**config.mk**
```make
export PLATFORM = sky130hd
export DESIGN_NAME = pc_fetch_unit
export DESIGN_NICKNAME = d
export VERILOG_FILES = /design/src/rtl/pc_fetch_unit_pkg.sv /design/src/rtl/pc_fetch_unit_next_pc_calc.sv /design/src/rtl/pc_fetch_unit.sv
export SDC_FILE = /design/constraint.sdc
export NUM_CORES = 1
export LEC_CHECK = 0
export CORE_ASPECT_RATIO = 1.5
export CORE_MARGIN = 10
export CORE_UTILIZATION = 42
export CTS_CLUSTER_SIZE = 14
export DETAILED_ROUTE_END_ITERATION = 10
export PLACE_DENSITY = 0.78
export SKIP_LAST_GASP = 1
export SYNTH_ARGS = -nofsm -noshare
export SYNTH_HDL_FRONTEND = slang
export SYNTH_HIERARCHICAL = 1
export SYNTH_SLANG_ARGS = --single-unit
```
**constraint.sdc**
```tcl
create_clock -name inClk -period 4.1 [get_ports inClk]
set_input_delay 0.615 -clock inClk [delete_from_list [all_inputs] [get_ports inClk]]
set_output_delay 0.615 -clock inClk [all_outputs]
set_load 0.02 [all_outputs]
```
**src/rtl/pc_fetch_unit_pkg.sv**
```systemverilog
// Shared processor definitions: PC-source select codes, fetch FSM encoding and
// the architectural word/address width.
package pc_fetch_unit_pkg;

    localparam int XLEN = 32;

    localparam logic [1:0] PCSRC_SEQ    = 2'b00;
    localparam logic [1:0] PCSRC_JUMP   = 2'b01;
    localparam logic [1:0] PCSRC_BRANCH = 2'b10;
    localparam logic [1:0] PCSRC_JR     = 2'b11;

    typedef enum logic [1:0] {
        S_FETCH = 2'b00,
        S_EXEC  = 2'b01,
        S_HALT  = 2'b10
    } fetchStateT;

    function automatic logic isWordAligned(input logic [XLEN-1:0] addr);
        return addr[1:0] == 2'b00;
    endfunction

endpackage

```
**src/rtl/pc_fetch_unit_next_pc_calc.sv**
```systemverilog
// Combinational next-PC selection: sequential, branch, jump and jump-register
// targets, plus a flag for a target that is not word-aligned.
module next_pc_calc
    import pc_fetch_unit_pkg::*;
(
    input  logic [XLEN-1:0] pc,
    input  logic [1:0]      pcSrc,
    input  logic [15:0]     imm,
    input  logic [25:0]     jumpTarget,
    input  logic [XLEN-1:0] regTarget,
    output logic [XLEN-1:0] nextPc,
    output logic            misaligned
);

    logic        [XLEN-1:0] seqPc;
    logic signed [15:0]     immS;
    logic signed [XLEN-1:0] branchOffset;
    logic        [XLEN-1:0] branchPc;
    logic        [XLEN-1:0] jumpPc;

    assign seqPc        = pc + 32'd4;
    assign immS         = imm;
    // Word offset: sign-extend then scale by 4; all sums wrap modulo 2^32.
    assign branchOffset = {{(XLEN-18){immS[15]}}, immS, 2'b00};
    assign branchPc     = seqPc + $unsigned(branchOffset);
    assign jumpPc       = {seqPc[31:28], jumpTarget, 2'b00};

    always_comb begin
        nextPc = seqPc;
        case (pcSrc)
            PCSRC_SEQ:    nextPc = seqPc;
            PCSRC_JUMP:   nextPc = jumpPc;
            PCSRC_BRANCH: nextPc = branchPc;
            PCSRC_JR:     nextPc = regTarget;
            default:      nextPc = seqPc;
        endcase
    end

    assign misaligned = !isWordAligned(nextPc);

endmodule

```
**src/rtl/pc_fetch_unit.sv**
```systemverilog
// PC register and request/acknowledge instruction fetch; holds each fetched
// instruction until its PC source resolves, then fetches the next one.
module pc_fetch_unit
    import pc_fetch_unit_pkg::*;
#(
    parameter logic [XLEN-1:0] RESET_PC = 32'h0000_0000
) (
    input  logic            inClk,
    input  logic            inReset,
    input  logic [1:0]      inPCsrc,
    input  logic [15:0]     inImm,
    input  logic [25:0]     inJumpTarget,
    input  logic [XLEN-1:0] inRegTarget,
    input  logic            inResolve,
    input  logic            inStall,
    input  logic            inImemAck,
    input  logic [XLEN-1:0] inImemData,
    output logic            outImemReq,
    output logic [XLEN-1:0] outImemAddr,
    output logic [XLEN-1:0] outInstr,
    output logic            outInstrValid,
    output logic [XLEN-1:0] outPC,
    output logic [XLEN-1:0] outPCPlus4,
    output logic            outFault
);

    fetchStateT      state, stateNext;
    logic [XLEN-1:0] pcQ, pcNext;
    logic [XLEN-1:0] pcPlus4Q, pcPlus4Next;
    logic [XLEN-1:0] instrQ, instrNext;
    logic            instrValidQ, instrValidNext;
    logic            reqQ, reqNext;
    logic            faultQ, faultNext;

    logic [XLEN-1:0] calcPc;
    logic            calcMisaligned;

    next_pc_calc uNextPc (
        .pc         (pcQ),
        .pcSrc      (inPCsrc),
        .imm        (inImm),
        .jumpTarget (inJumpTarget),
        .regTarget  (inRegTarget),
        .nextPc     (calcPc),
        .misaligned (calcMisaligned)
    );

    always_ff @(posedge inClk) begin
        if (inReset) begin
            state       <= S_FETCH;
            pcQ         <= RESET_PC;
            pcPlus4Q    <= RESET_PC + 32'd4;
            instrQ      <= '0;
            instrValidQ <= 1'b0;
            reqQ        <= 1'b0;
            faultQ      <= 1'b0;
        end else begin
            state       <= stateNext;
            pcQ         <= pcNext;
            pcPlus4Q    <= pcPlus4Next;
            instrQ      <= instrNext;
            instrValidQ <= instrValidNext;
            reqQ        <= reqNext;
            faultQ      <= faultNext;
        end
    end

    always_comb begin
        stateNext      = state;
        pcNext         = pcQ;
        pcPlus4Next    = pcPlus4Q;
        instrNext      = instrQ;
        instrValidNext = instrValidQ;
        reqNext        = reqQ;
        faultNext      = faultQ;
        case (state)
            S_FETCH: begin
                // The request register is low only on the first cycle after
                // reset; an ack is meaningful only while the request is up.
                if (!reqQ) begin
                    reqNext = 1'b1;
                end else if (inImemAck) begin
                    instrNext      = inImemData;
                    instrValidNext = 1'b1;
                    reqNext        = 1'b0;
                    stateNext      = S_EXEC;
                end
            end
            S_EXEC: begin
                if (inResolve && !inStall) begin
                    instrValidNext = 1'b0;
                    if (calcMisaligned) begin
                        faultNext = 1'b1;
                        stateNext = S_HALT;
                    end else begin
                        pcNext      = calcPc;
                        pcPlus4Next = calcPc + 32'd4;
                        reqNext     = 1'b1;
                        stateNext   = S_FETCH;
                    end
                end
            end
            S_HALT: begin
                reqNext = 1'b0;
            end
            default: begin
                stateNext = S_HALT;
                reqNext   = 1'b0;
            end
        endcase
    end

    assign outImemReq    = reqQ;
    assign outImemAddr   = pcQ;
    assign outPC         = pcQ;
    assign outPCPlus4    = pcPlus4Q;
    assign outInstr      = instrQ;
    assign outInstrValid = instrValidQ;
    assign outFault      = faultQ;

endmodule

```
==> run summary <==
- finished with violations — result of the run
- negative setup slack — violated checks
- 1356 — nets@finish
- 5 — router iterations before antenna repair
- 2 — cell count of the worst hold path
- 0.0168 mm^2 — core footprint
- 0.00678 ns — setup clock skew after layout
- sky130_fd_sc_hd__dfxtp_1 — cell type contributing the most total cell area after synthesis
- 4.25 nW — leakage power of the design
- 4.37 ns — crit path time final
- 229 MHz — timing-limited maximum frequency
- 0 — final hold vios
- 0.35 ns — later-pin clock latency in the skew report
- 499 — Iter 0 DRT Violations
- 19.0 um — routed length per placed instance
- sky130_fd_sc_hd__and3_4 — cell mode on critical path
- -0.271 ns — final critical-path setup slack
- 4.57 ns — signal arrival time at the worst endpoint
- 1399 — placed insts
- 0 — MaxCap Viol Count
- 6 — number of warnings reported in the yosys synthesis log
- 20.0% — fraction of layout instances using a drive strength above 1
- done — CTS tree
- 15 — Setup Viol. Count Final
- 65 — unique cell type count in the Yosys netlist
- 22.2% — global router's overall resource usage
- 58 — row count
- 0.07 ns — clock edge transition at the registers on the reported setup and hold paths
- sky130_fd_sc_hd__mux4_2 — master of the slowest instance on the critical path
- 0.000339 V — Peak supply drop
- 0.991 — GPL Wtd Cong
- 53.6% — Syn-to-layout area delta
- 0.875 ns — pin slew with the least headroom to its limit
- true — unrepaired setup endpoints after global routing
- 0 — final-report max-slew violation count
- 9 — TritonCTS Buffers
- 1 — Buffers & Inverters on Critical Path
- 244 — I/O pin total
- 127 um — Die Span X
- sky130_fd_sc_hd__clkbuf_16 — root buffer cell
- 180 um — die outline height
- 3 — Clock H-tree levels
- flop to flop — critical setup path kind
- 898 — cells after synthesis
- 41.9% — met2 usage in global routing
- sky130_fd_sc_hd__nand2_1 — most used standard cell by instance count after synthesis
- 58 — maximum number of pins on one net before global-route repair
- 1421 — count of non-filler cells in the finished layout
- 21 — count of cells along the worst register-to-register path
- 107% — part of the cycle the worst path needs
- 21600 um — estimated wirelength of the detail-placed design
- 41.7% — headroom to the max-slew limit
- flop to flop — worst min-delay path category
- 0.53 ns — maximum cell stage delay along the critical path
- 0 — ANT nets after route
- sky130_fd_sc_hd__dfxtp_1, sky130_fd_sc_hd__nand2_1, sky130_fd_sc_hd__mux4_2, sky130_fd_sc_hd__a21oi_1, sky130_fd_sc_hd__ha_1 — largest cells by area after synthesis
- 16.8% — area fraction in compound gates after synthesis
- 6.38% — share of synthesized cell area in full adder, half adder and majority cells
- 27000 um — total routed wirelength
- 4.29 ns — Req. time, crit path
- 5.46 — Avg Vias per Cell
- 0 — antenna violations before repair
- 230 mW/mm^2 — pwr/cell area
- 0% — proportion of register bits with asynchronous set or reset after synthesis
- 42.8% — initial core utilization
- 41200 um — first-pass GRT wire length
- 1047 — Syn Nets
- 65.7% — Layout Utilization
- 99 — total clock sinks
- 99 — #FFs+latches synth
- simple AND/OR/NAND/NOR gates — main combinational cell family by area after synthesis
- 0 — Antenna Diode Count
- 27.6% — fraction of post-synthesis cell area in the top cell type by area
- 7.99 um^2 — synthesized area per cell
- simple AND/OR/NAND/NOR gates — CP delay by family, top
- sky130_fd_sc_hd__nand2_1, sky130_fd_sc_hd__a21oi_1, sky130_fd_sc_hd__dfxtp_1 — commonest cells in the synthesized netlist
- 243 — port buffer count
- 0.0228 mm^2 — area of the die
- 0 — Congestion Overflow GR
- met2 — most utilized layer in the global route result
- flop — endpoint kind of the worst setup timing path
- sky130_fd_sc_hd__dfxtp_1 — dominant register cell in the synthesized netlist
- 7761 — via count
- 0.00718 mm^2 — area of the mapped netlist
- 0 — number of enable flip-flop cells after synthesis
- 4 — Worst Path Max Fanout
- 7.71% — GR Layer Usage met3
- 8.91% — Synth Area in XOR/XNOR
- 0 — final routed DRC violation total
- 2 — Clock Tree Buf Depth
- 7817 — via count of the first global-routing pass
- 8.79% — share of cell area taken by muxes after synthesis
- 21 — depth of the critical timing path with buffers and inverters included
- and4_4 > and4_4 > nor2b_4 > and3_4 > nand3_4 > xnor2_2 > ha_1 > and3_4 > and3_1 > o211ai_1 > a31o_1 > and3_4 > nor2_1 > xor2_1 > mux4_2 > nand4_1 > nor3_4 > buf_4 > nand2_1 > xor2_1 > a211oi_1 — list of cells traversed by the critical path
- 27.6% — sequential fraction of the synthesis area
- 0 — count of hold-fix buffers inserted at cts
- flop — CP Launch Type
- 24.2% — Post-Synth Simple-Gate Area
- 21.7% — met1 track demand over resource
## power breakdown
part	switching [mW]	internal [mW]
combinational	0.330	0.339
sequential	0.0181	0.989
clock	0.379	0.477
## routing by layer
metal | up-vias | wire length (um) | part of all wire (%)
met5 | - | 0 | 0
met4 | 0 | 930 | 3.5
met3 | 45 | 2090 | 7.8
met2 | 282 | 14400 | 53
met1 | 3662 | 9570 | 36
li1 | 3772 | - | -
## path summary, 6_finish.rpt
path | start | endpoint | slack, ns
worst max-delay path | outImemAddr[4] | outPCPlus4[27] | -0.27
worst min-delay path | outInstr[9] | outInstr[9] | 0.45
worst max register to register | outImemAddr[4] | outPCPlus4[27] | -0.27
worst min register to register | outInstr[9] | outInstr[9] | 0.45
## sequential cells by signal, summed over array words and instances (netlist names)
| register | cells |
|---|---|
| outInstrValid | 1 |
| outFault | 1 |
| outInstr | 32 |
| state | 2 |
| outImemAddr | 32 |
| outPCPlus4 | 30 |
| outImemReq | 1 |
## worst min-delay path: cells and delay by family, from the launching register on
family	cells	cell delay [ns]
AOI/OAI and AO/OA	1	0.05
DFF	1	0.31
and+or+nand+nor	1	0.05
## cell usage in the layout (no fill, tap or decap), types with 18 or more instances in the layout
| cell type | n |
|---|---|
| sky130_fd_sc_hd__xor2_1 | 28 |
| sky130_fd_sc_hd__ha_1 | 31 |
| sky130_fd_sc_hd__xnor2_1 | 38 |
| sky130_fd_sc_hd__clkdlybuf4s50_1 | 241 |
| sky130_fd_sc_hd__mux4_2 | 26 |
| sky130_fd_sc_hd__nand3_1 | 29 |
| sky130_fd_sc_hd__nor2_1 | 60 |
| sky130_fd_sc_hd__buf_4 | 132 |
| sky130_fd_sc_hd__nand4_1 | 22 |
| sky130_fd_sc_hd__a211oi_1 | 24 |
| sky130_fd_sc_hd__dfxtp_1 | 95 |
| sky130_fd_sc_hd__a21oi_1 | 97 |
| sky130_fd_sc_hd__inv_1 | 20 |
| sky130_fd_sc_hd__o21ai_0 | 18 |
| sky130_fd_sc_hd__nand2_1 | 173 |
## per-stage QoR
| stage | hold WS [ns] | setup TNS [ns] | total power [mW] | instance area (um^2) | worst slack [ns] |
|---|---|---|---|---|---|
| 2_1_floorplan | 0.509 | -0.538 | 1.35 | 7260 | -0.113 |
| 4_1_cts | 0.456 | -1.39 | 2.54 | 10900 | -0.203 |
| 6_report | 0.453 | -2.40 | 2.53 | 11000 | -0.271 |
| 3_3_place_gp | 0.441 | -1.74 | 1.67 | 10500 | -0.177 |
| 3_5_place_dp | 0.446 | -2.58 | 1.68 | 10500 | -0.267 |
| 5_1_grt | 0.476 | -4.97 | 2.65 | 11000 | -0.432 |
## area by class of cell
cell class                 count  area (um^2)
fill                        1388         5740
sequential                    99         2000
inverter                      20         75.1
tap                          210          263
clock buffer                   9          225
timing repair buffer         380         3480
clock inverter                 6         70.1
multi-input combinational    697         4910
## cell families (layout without fill, tap and decap cells)
group	count (synthesis)	in the layout
buf+inv	102	415
fa+ha+maj	36	36
mux	30	30
compound gates	196	196
simple gates	362	362
flops	99	99
xor+xnor	73	73
## what timing repair did
action                     CTS  global route
resized for setup            9            27
pin swaps                   17             6
buffers inserted             3             4
setup endpoints to repair   15            20
(Power assumes the default switching activity.)
